### src/rtl/edge_event_arb_pkg.sv
// Shared FSM encoding and default channel count for the edge event arbiter.
package edge_event_arb_pkg;

   localparam int N_CH_DEFAULT = 4;

   typedef enum logic {
      IDLE  = 1'b0,
      OFFER = 1'b1
   } arb_state_e;

endpackage

### src/rtl/sync_edge_det.sv
// One channel: optional 2-flop synchronizer (EDGE_EVENT_ARB_SYNC_EN), delayed sample and edge detect.
// All flops reset to the idle level so reset release never fakes an edge.
module sync_edge_det #(
   parameter bit NEG = 1'b1
) (
   input  logic clk,
   input  logic rst_n,
   input  logic sig_in,
   output logic edge_out
);

   localparam logic IDLE_LVL = NEG;

   logic s;
   logic sig_dly_q, sig_dly_d;

`ifdef EDGE_EVENT_ARB_SYNC_EN
   logic sync1_q, sync1_d;
   logic sync2_q, sync2_d;

   always_comb begin
      sync1_d = sig_in;
      sync2_d = sync1_q;
   end

   always_ff @(posedge clk or negedge rst_n) begin
      if (!rst_n) begin
         sync1_q <= IDLE_LVL;
         sync2_q <= IDLE_LVL;
      end else begin
         sync1_q <= sync1_d;
         sync2_q <= sync2_d;
      end
   end

   assign s = sync2_q;
`else
   assign s = sig_in;
`endif

   always_comb sig_dly_d = s;

   always_ff @(posedge clk or negedge rst_n) begin
      if (!rst_n) sig_dly_q <= IDLE_LVL;
      else        sig_dly_q <= sig_dly_d;
   end

   assign edge_out = NEG ? (sig_dly_q & ~s) : (~sig_dly_q & s);

endmodule

### src/rtl/edge_event_arbiter.sv
// Edge event arbiter: per-channel edge capture, round-robin selection, valid/ready offer.
// Define EDGE_EVENT_ARB_SYNC_EN to synchronize sig inside each channel (2 extra cycles latency).
//   state | meaning
//   IDLE  | no event offered; loads the round-robin winner when anything is pending
//   OFFER | ev_valid high, ev_ch held until ev_ready
module edge_event_arbiter
   import edge_event_arb_pkg::*;
#(
   parameter int N_CH = N_CH_DEFAULT,
   parameter int NEG  = 1
) (
   input  logic                    clk,
   input  logic                    rst_n,
   input  logic [N_CH-1:0]         sig,
   input  logic [N_CH-1:0]         en,
   output logic                    ev_valid,
   input  logic                    ev_ready,
   output logic [$clog2(N_CH)-1:0] ev_ch,
   output logic [N_CH-1:0]         ev_overrun,
   input  logic                    clr_overrun
);

   localparam int CW = $clog2(N_CH);

   arb_state_e      state_q, state_d;
   logic            ev_valid_q, ev_valid_d;
   logic [CW-1:0]   ev_ch_q, ev_ch_d;
   logic [CW-1:0]   last_grant_q, last_grant_d;
   logic [N_CH-1:0] pending_q, pending_d;
   logic [N_CH-1:0] ev_overrun_q, ev_overrun_d;
   logic [N_CH-1:0] edge_det;
   logic [CW-1:0]   win;
   logic            found;
   int              cand;
   logic            offered;
   logic            accept;

   for (genvar i = 0; i < N_CH; i++) begin : g_ch
      sync_edge_det #(.NEG(NEG != 0)) u_det (
         .clk      (clk),
         .rst_n    (rst_n),
         .sig_in   (sig[i]),
         .edge_out (edge_det[i])
      );
   end

   // Search starts just above the last grant and wraps.
   always_comb begin
      win   = '0;
      found = 1'b0;
      cand  = 0;
      for (int k = 1; k <= N_CH; k++) begin
         cand = int'(last_grant_q) + k;
         if (cand >= N_CH) cand = cand - N_CH;
         if (!found && pending_q[CW'(cand)]) begin
            found = 1'b1;
            win   = CW'(cand);
         end
      end
   end

   // A new edge beats acceptance, and a set overrun beats the clear.
   always_comb begin
      pending_d    = pending_q;
      ev_overrun_d = clr_overrun ? '0 : ev_overrun_q;
      offered      = 1'b0;
      accept       = 1'b0;
      for (int j = 0; j < N_CH; j++) begin
         offered = (state_q == OFFER) && (ev_ch_q == CW'(j));
         accept  = offered && ev_ready;
         if (edge_det[CW'(j)] && en[CW'(j)]) begin
            pending_d[CW'(j)] = 1'b1;
            if (pending_q[CW'(j)] && !accept) ev_overrun_d[CW'(j)] = 1'b1;
         end else if (accept || (!en[CW'(j)] && !offered)) begin
            pending_d[CW'(j)] = 1'b0;
         end
      end
   end

   always_comb begin
      state_d      = state_q;
      ev_valid_d   = ev_valid_q;
      ev_ch_d      = ev_ch_q;
      last_grant_d = last_grant_q;
      case (state_q)
         IDLE: begin
            if (|pending_q) begin
               state_d    = OFFER;
               ev_valid_d = 1'b1;
               ev_ch_d    = win;
            end
         end
         OFFER: begin
            if (ev_ready) begin
               state_d      = IDLE;
               ev_valid_d   = 1'b0;
               last_grant_d = ev_ch_q;
            end
         end
         default: begin
            state_d    = IDLE;
            ev_valid_d = 1'b0;
         end
      endcase
   end

   always_ff @(posedge clk or negedge rst_n) begin
      if (!rst_n) begin
         state_q      <= IDLE;
         ev_valid_q   <= 1'b0;
         ev_ch_q      <= '0;
         last_grant_q <= CW'(N_CH - 1);
         pending_q    <= '0;
         ev_overrun_q <= '0;
      end else begin
         state_q      <= state_d;
         ev_valid_q   <= ev_valid_d;
         ev_ch_q      <= ev_ch_d;
         last_grant_q <= last_grant_d;
         pending_q    <= pending_d;
         ev_overrun_q <= ev_overrun_d;
      end
   end

   assign ev_valid   = ev_valid_q;
   assign ev_ch      = ev_ch_q;
   assign ev_overrun = ev_overrun_q;

endmodule
### config.mk
export PLATFORM = sky130hd
export DESIGN_NAME = edge_event_arbiter
export DESIGN_NICKNAME = d
export VERILOG_FILES = /design/src/rtl/edge_event_arb_pkg.sv /design/src/rtl/sync_edge_det.sv /design/src/rtl/edge_event_arbiter.sv
export SDC_FILE = /design/constraint.sdc
export NUM_CORES = 1
export LEC_CHECK = 0
export ABC_AREA = 1
export CORE_ASPECT_RATIO = 1.1
export CORE_UTILIZATION = 35
export DETAILED_ROUTE_END_ITERATION = 10
export PLACE_DENSITY = 0.66
export SLEW_MARGIN = 20
export SYNTH_ARGS = -nofsm -noshare
export SYNTH_HDL_FRONTEND = slang
export SYNTH_SLANG_ARGS = --single-unit
### constraint.sdc
create_clock -name clk -period 1.5 [get_ports clk]
set_input_delay 0.15 -clock clk [delete_from_list [all_inputs] [get_ports clk]]
set_output_delay 0.15 -clock clk [all_outputs]
set_load 0.02 [all_outputs]
# Word level (Yosys, flattened, before mapping)
# Index checks and enable logic that the tools add are counted.
# W data, S select, Z words.
# totals
output_inout_bits,7
wordCells,102
ff_bits,12
# op_classes
n_reduce_logical,31
n_eq_ne,3
order_cmp,8
mux,38
n_addsub,8
bitwise,5
# ops
cell,count
$mux W1,23
$mux W2,9
$lt A2 B4 Y1 const B,4
$logic_and A1 B1 Y1,13
$ge A3 B3 Y1 const B,3
$logic_not A1 Y1,9
$bmux W1 S2,4
$sub A2 B1 Y2 const B,4
$add A2 B2 Y3 const B,2
$reduce_and A2 Y1,3
$add A2 B3 Y4 const B,1
$ge A4 B3 Y1 const B,1
$ne A2 B2 Y1 const B,2
$pmux W1 S2,2
$reduce_bool A2 Y1,2
$add A2 B1 Y3 const B,1
$not A1 Y1,3
$and A1 B1 Y1,2
$eq A2 B1 Y1 const B,1
$logic_not A2 Y1,1
$logic_or A1 B1 Y1,2
$reduce_or A2 Y1,1

# Longest topological paths before layout
# Gate-level depths: netlist (run 1).
# logic_depth
depth_word,16
ltp_mapped,5
ltp_nobuf,5

# By module
# Synthesis (run 1) repeated with hierarchy kept, for this count alone.
# hier_totals
cells_unflattened,54
hier_area_um2,510.5
# by_module_without_submodules
mod,area_each_um2,seq_area_each_um2,cells_per_inst,n_inst
edge_event_arbiter,437.9,252.7,48,1
sync_edge_det,36.3,26.3,3,2

# Worst setup path after synthesis (run 1)
# OpenSTA, ideal clock, no wires.
# synth_path
kind,register -> register
startpoint,reg ev_ch_q[0] (netlist: ev_ch[0])
endpoint,reg pending_q[0]
slack_ns,0.563
arrival_ns,0.820
setup_ns,0.117
path_stages_with_launch,5
period_less_slack_ns,0.937
path_cell_list,dfrtp_1 > nor2_1 > nand3_1 > nand3_1 > nand2_1
# synth_via
elab_chain_len,6
# synth_rtl
element,line_no,source
start: declaration,edge_event_arbiter.sv:27,"logic [CW-1:0] ev_ch_q, ev_ch_d;"
start signal: assignment,edge_event_arbiter.sv:118,ev_ch_q <= ev_ch_d;
$logic_not A2 Y1 (*),edge_event_arbiter.sv:69,offered = (state_q == OFFER) && (ev_ch_q == CW'(j));
$logic_and A1 B1 Y1 (*),edge_event_arbiter.sv:69,
$logic_not A1 Y1,edge_event_arbiter.sv:74,end else if (accept || (!en[CW'(j)] && !offered)) begin
$logic_and A1 B1 Y1,edge_event_arbiter.sv:74,
$logic_or A1 B1 Y1 (*),edge_event_arbiter.sv:74,
$reduce_bool A2 Y1 (no line) (*),--,
end signal: assignment,edge_event_arbiter.sv:120,pending_q <= pending_d;
end: declaration,edge_event_arbiter.sv:29,"logic [N_CH-1:0] pending_q, pending_d;"
# Mark *: on every way between the ends. The rest lies on a longest branch, timed or not.
# A chain may end at the register's enable or synchronous reset.

# Worst setup path in the final report (run 1)
# layout_path
startpoint,reg ev_ch_q[1] (netlist: ev_ch[1])
endpoint,out ev_ch[1]
# layout_rtl
element,line_no,source
end: declaration,edge_event_arbiter.sv:18,"output logic [$clog2(N_CH)-1:0] ev_ch,"
# No word-level cell between the ends.

==> results by group, run 1 <==
Run status
  • Status: completed

Clock tree
  • Number of clock sinks: 12
  • Reg clk slew, reported paths: around 0.080 ns
  • Cts hold-fix bufs: 0
  • Cts repair resizes: 0
  • Clock buffer depth: 2
  • Clock latency on the worst-skew pair: roughly 0.28 ns
  • Post-CTS Setup Bufs: 0
  • # H-tree levels: 1
  • CTS tree: built
  • Clock root buffer: clkbuf_4
  • TritonCTS Buffers: 3

Critical path
  • Critical path type: reg -> out
  • Worst setup SP type: register
  • Slowest stage delay, CP: slightly above 0.6 ns
  • Cell family with most CP delay: buffers and inverters
  • Worst r2r path cells: 4
  • Crit Reg-Reg Endpoint: pending_q[0]
  • CP Max Fanout: 3
  • Worst flop-to-flop path startpoint: ev_ch[0]
  • Flop2flop setup slack: between 0.5 and 0.6 ns
  • Worst path cell trace: clkdlybuf4s50_1
  • Worst Setup End Kind: primary output
  • CP bufs+invs: 1
  • Crit path required time: ~1.4 ns
  • Crit-path slowest cell: clkdlybuf4s50_1
  • Crit path DAT: about 1.3 ns

STA
  • Final worst path period need: roughly 1.4 ns
  • # setup viols final: 0
  • RSZ-0062 raised after global routing: no
  • F_max: 709.3 MHz
  • Least-Margin Pin Slew: ~0.51 ns
  • Final hold vios: 0
  • Fin Clk Skew: roughly 0.0055 ns
  • Hold_ws: a little over 0.2 ns
  • Final period util: 93.99%
  • Relative slew slack: around 66%
  • Setup total negative slack: 0 ns
  • Final Slew Violations: 0

Synth
  • Synth Warn #: 0
  • Sequential share of the synthesized area: about three fifths
  • Post-Syn Instances: 59
  • Distinct cells, synth: 12
  • Avg Inst Size Synth: between 8 and 9 um^2
  • Synth Register Bits: 12
  • Post-synthesis cell area: about 510 um^2

Drt
  • Pre-antenna DRT Iters: 2
  • Routed WL: between 800 and 900 um
  • Drt drc: 0
  • ANT nets after route: 0
  • Iteration-0 DRC Markers: 5
  • Wirelength per Cell: 9.856 um
  • Via count: about 410
  • Vias per inst: 4.589

Job
  • Max-Cap Viols: 0

Floorplanning
  • # rows: 14
  • Chip Width: ~38 um
  • Starting density of the core: a little under two fifths
  • Die area: approximately 1600 um^2
  • Core Footprint: between 1000 and 1500 um^2
  • DIE HEIGHT: 41.91 um
  • IO Count: 19

Power and ir drop
  • NetSw: ~340 uW
  • Net Sw Frac: 33.56%
  • Pwr/cell area: approximately 1500 nW/um^2
  • Clock power share: approximately a quarter
  • Total internal power: between 600 and 700 uW
  • Leakage: between 0.3 and 0.4 nW
  • Sequential share of power: roughly 47%
  • Worst VDD drop: a little over 0.0009 V
  • Combinational power share: around 28%

Cells and area
  • Share of cells above drive strength 1: approximately 11%
  • Antenna cells: 0
  • Nets@finish: slightly below 90
  • Synth-to-Final Area Change: 33.09%

GRT
  • Antenna violations before repair: 0
  • Tot GR Track Use: approximately 15%
  • Total grt overflow: 0
  • Largest net degree at the start of global routing: 13
  • Number of global-route vias before repair: ~380
  • First-pass GRT wire length: between 1.5 and 2 mm

Worst hold path
  • Worst Hold Class: in -> async

Placement
  • Port Buffers: 12
  • GPL Wtd Cong: 0.7952
  • Final HPWL DP: 629.5 um
## worst reg2reg max path, cell delays in order (launching register included)
cell and delay [ns]:
dfrtp_1 0.43, nor2_1 0.14, nand3_1 0.10, nand3_1 0.09
nand2_1 0.05
## power by group through the flow
stage	clock network [mW]	logic [mW]	registers [mW]
after floorplan	0	0.142	0.501
after global placement	0	0.283	0.475
after detailed placement	0	0.285	0.478
after CTS	0.270	0.287	0.472
after global routing	0.284	0.321	0.488
final	0.261	0.281	0.474
## state kept, by name, summed over array words and instances, names as in the netlist
name,flops
ev_overrun,2
ev_ch,2
pending_q,2
ev_valid,1
last_grant_q,2
state_q,1
g_ch.u_det.sig_dly_q,2
## cell families (layout without fill, tap and decap cells)
| logic type | after synthesis | count (layout) | share of synthesized area [%] |
|---|---|---|---|
| compound gates | 5 | 5 | 4.937 |
| buf+inv | 11 | 25 | 9.628 |
| flops | 12 | 12 | 60.25 |
| other cells | 1 | 2 | 0.7400 |
| simple gates | 30 | 30 | 24.44 |
## through the flow
| stage | setup slack (ns) | utilization, % | cells | instance area [um^2] | power [mW] |
|---|---|---|---|---|---|
| finish | 0.09010 | 49.36 | 90 | 674.4 | 1.016 |
| global route | 0.04034 | 49.36 | 90 | 674.4 | 1.093 |
| CTS | 0.01468 | 49.18 | 90 | 671.9 | 1.029 |
| detailed placement | 0.3319 | 46.52 | 86 | 635.6 | 0.7626 |
| global placement | 0.3278 | 46.52 | 86 | 635.6 | 0.7577 |
| floorplan | 0.5630 | - | 60 | 510.5 | 0.6427 |
## layer usage
metal	part of all wire (%)	track usage, %
met3	7.9	8.556
met5	0	0
met2	39	17.97
met1	52	20.71
met4	1.0	8.571
## cell usage after synthesis
cell / number / area share [%]
nor2_1: 8 / 5.9
dfrtp_1: 8 / 40
o21ai_1: 2 / 2.0
a21oi_1: 1 / 0.99
inv_1: 9 / 6.7
o21ai_0: 2 / 2.0
nand2_1: 14 / 10
nand3_1: 7 / 6.9
buf_4: 2 / 3.0
dfstp_2: 4 / 21
conb_1: 1 / 0.74
nand4_1: 1 / 1.2
## layout by cell type (no fill, tap or decap)
master / netlist / layout
a21oi_1: 1 / 1
clkbuf_4: 0 / 3
clkbuf_8: 0 / 1
clkdlybuf4s50_1: 0 / 11
conb_1: 1 / 2
dfrtp_1: 8 / 8
dfstp_2: 4 / 4
dlymetal6s2s_1: 0 / 1
inv_1: 9 / 9
nand2_1: 14 / 14
nand3_1: 7 / 7
nand4_1: 1 / 1
nor2_1: 8 / 8
o21ai_0: 2 / 2
o21ai_1: 2 / 2
## worst max path at each step
stage	startpoint	end	slack (ns)	cells after the start
after floorplan	ev_ch[0]	pending_q[0]	0.56	4
after global placement	ev_ch[0]	ev_ch[0]	0.33	1
after detailed placement	ev_ch[0]	ev_ch[0]	0.33	1
after CTS	ev_ch[0]	ev_ch[0]	0.01	1
after global routing	ev_ch[1]	ev_ch[1]	0.04	1
final	ev_ch[1]	ev_ch[1]	0.09	1
## cell type report
class / count / area, um^2
Multi-Input combinational cell: 37 / 156.4
Sequential cell: 12 / 305.3
Clock buffer: 4 / 36.28
Inverter: 9 / 33.78
Fill cell: 134 / 691.9
Tap cell: 16 / 20.02
Timing Repair Buffer: 12 / 122.6
No activity file was read; power rests on OpenSTA's default activity.
==> run 2: changes to the inputs <==
CAP_MARGIN = 5   (was default)
==> results of run 2 <==
No change in the layout: final DEF, timing and power equal those of run 1.
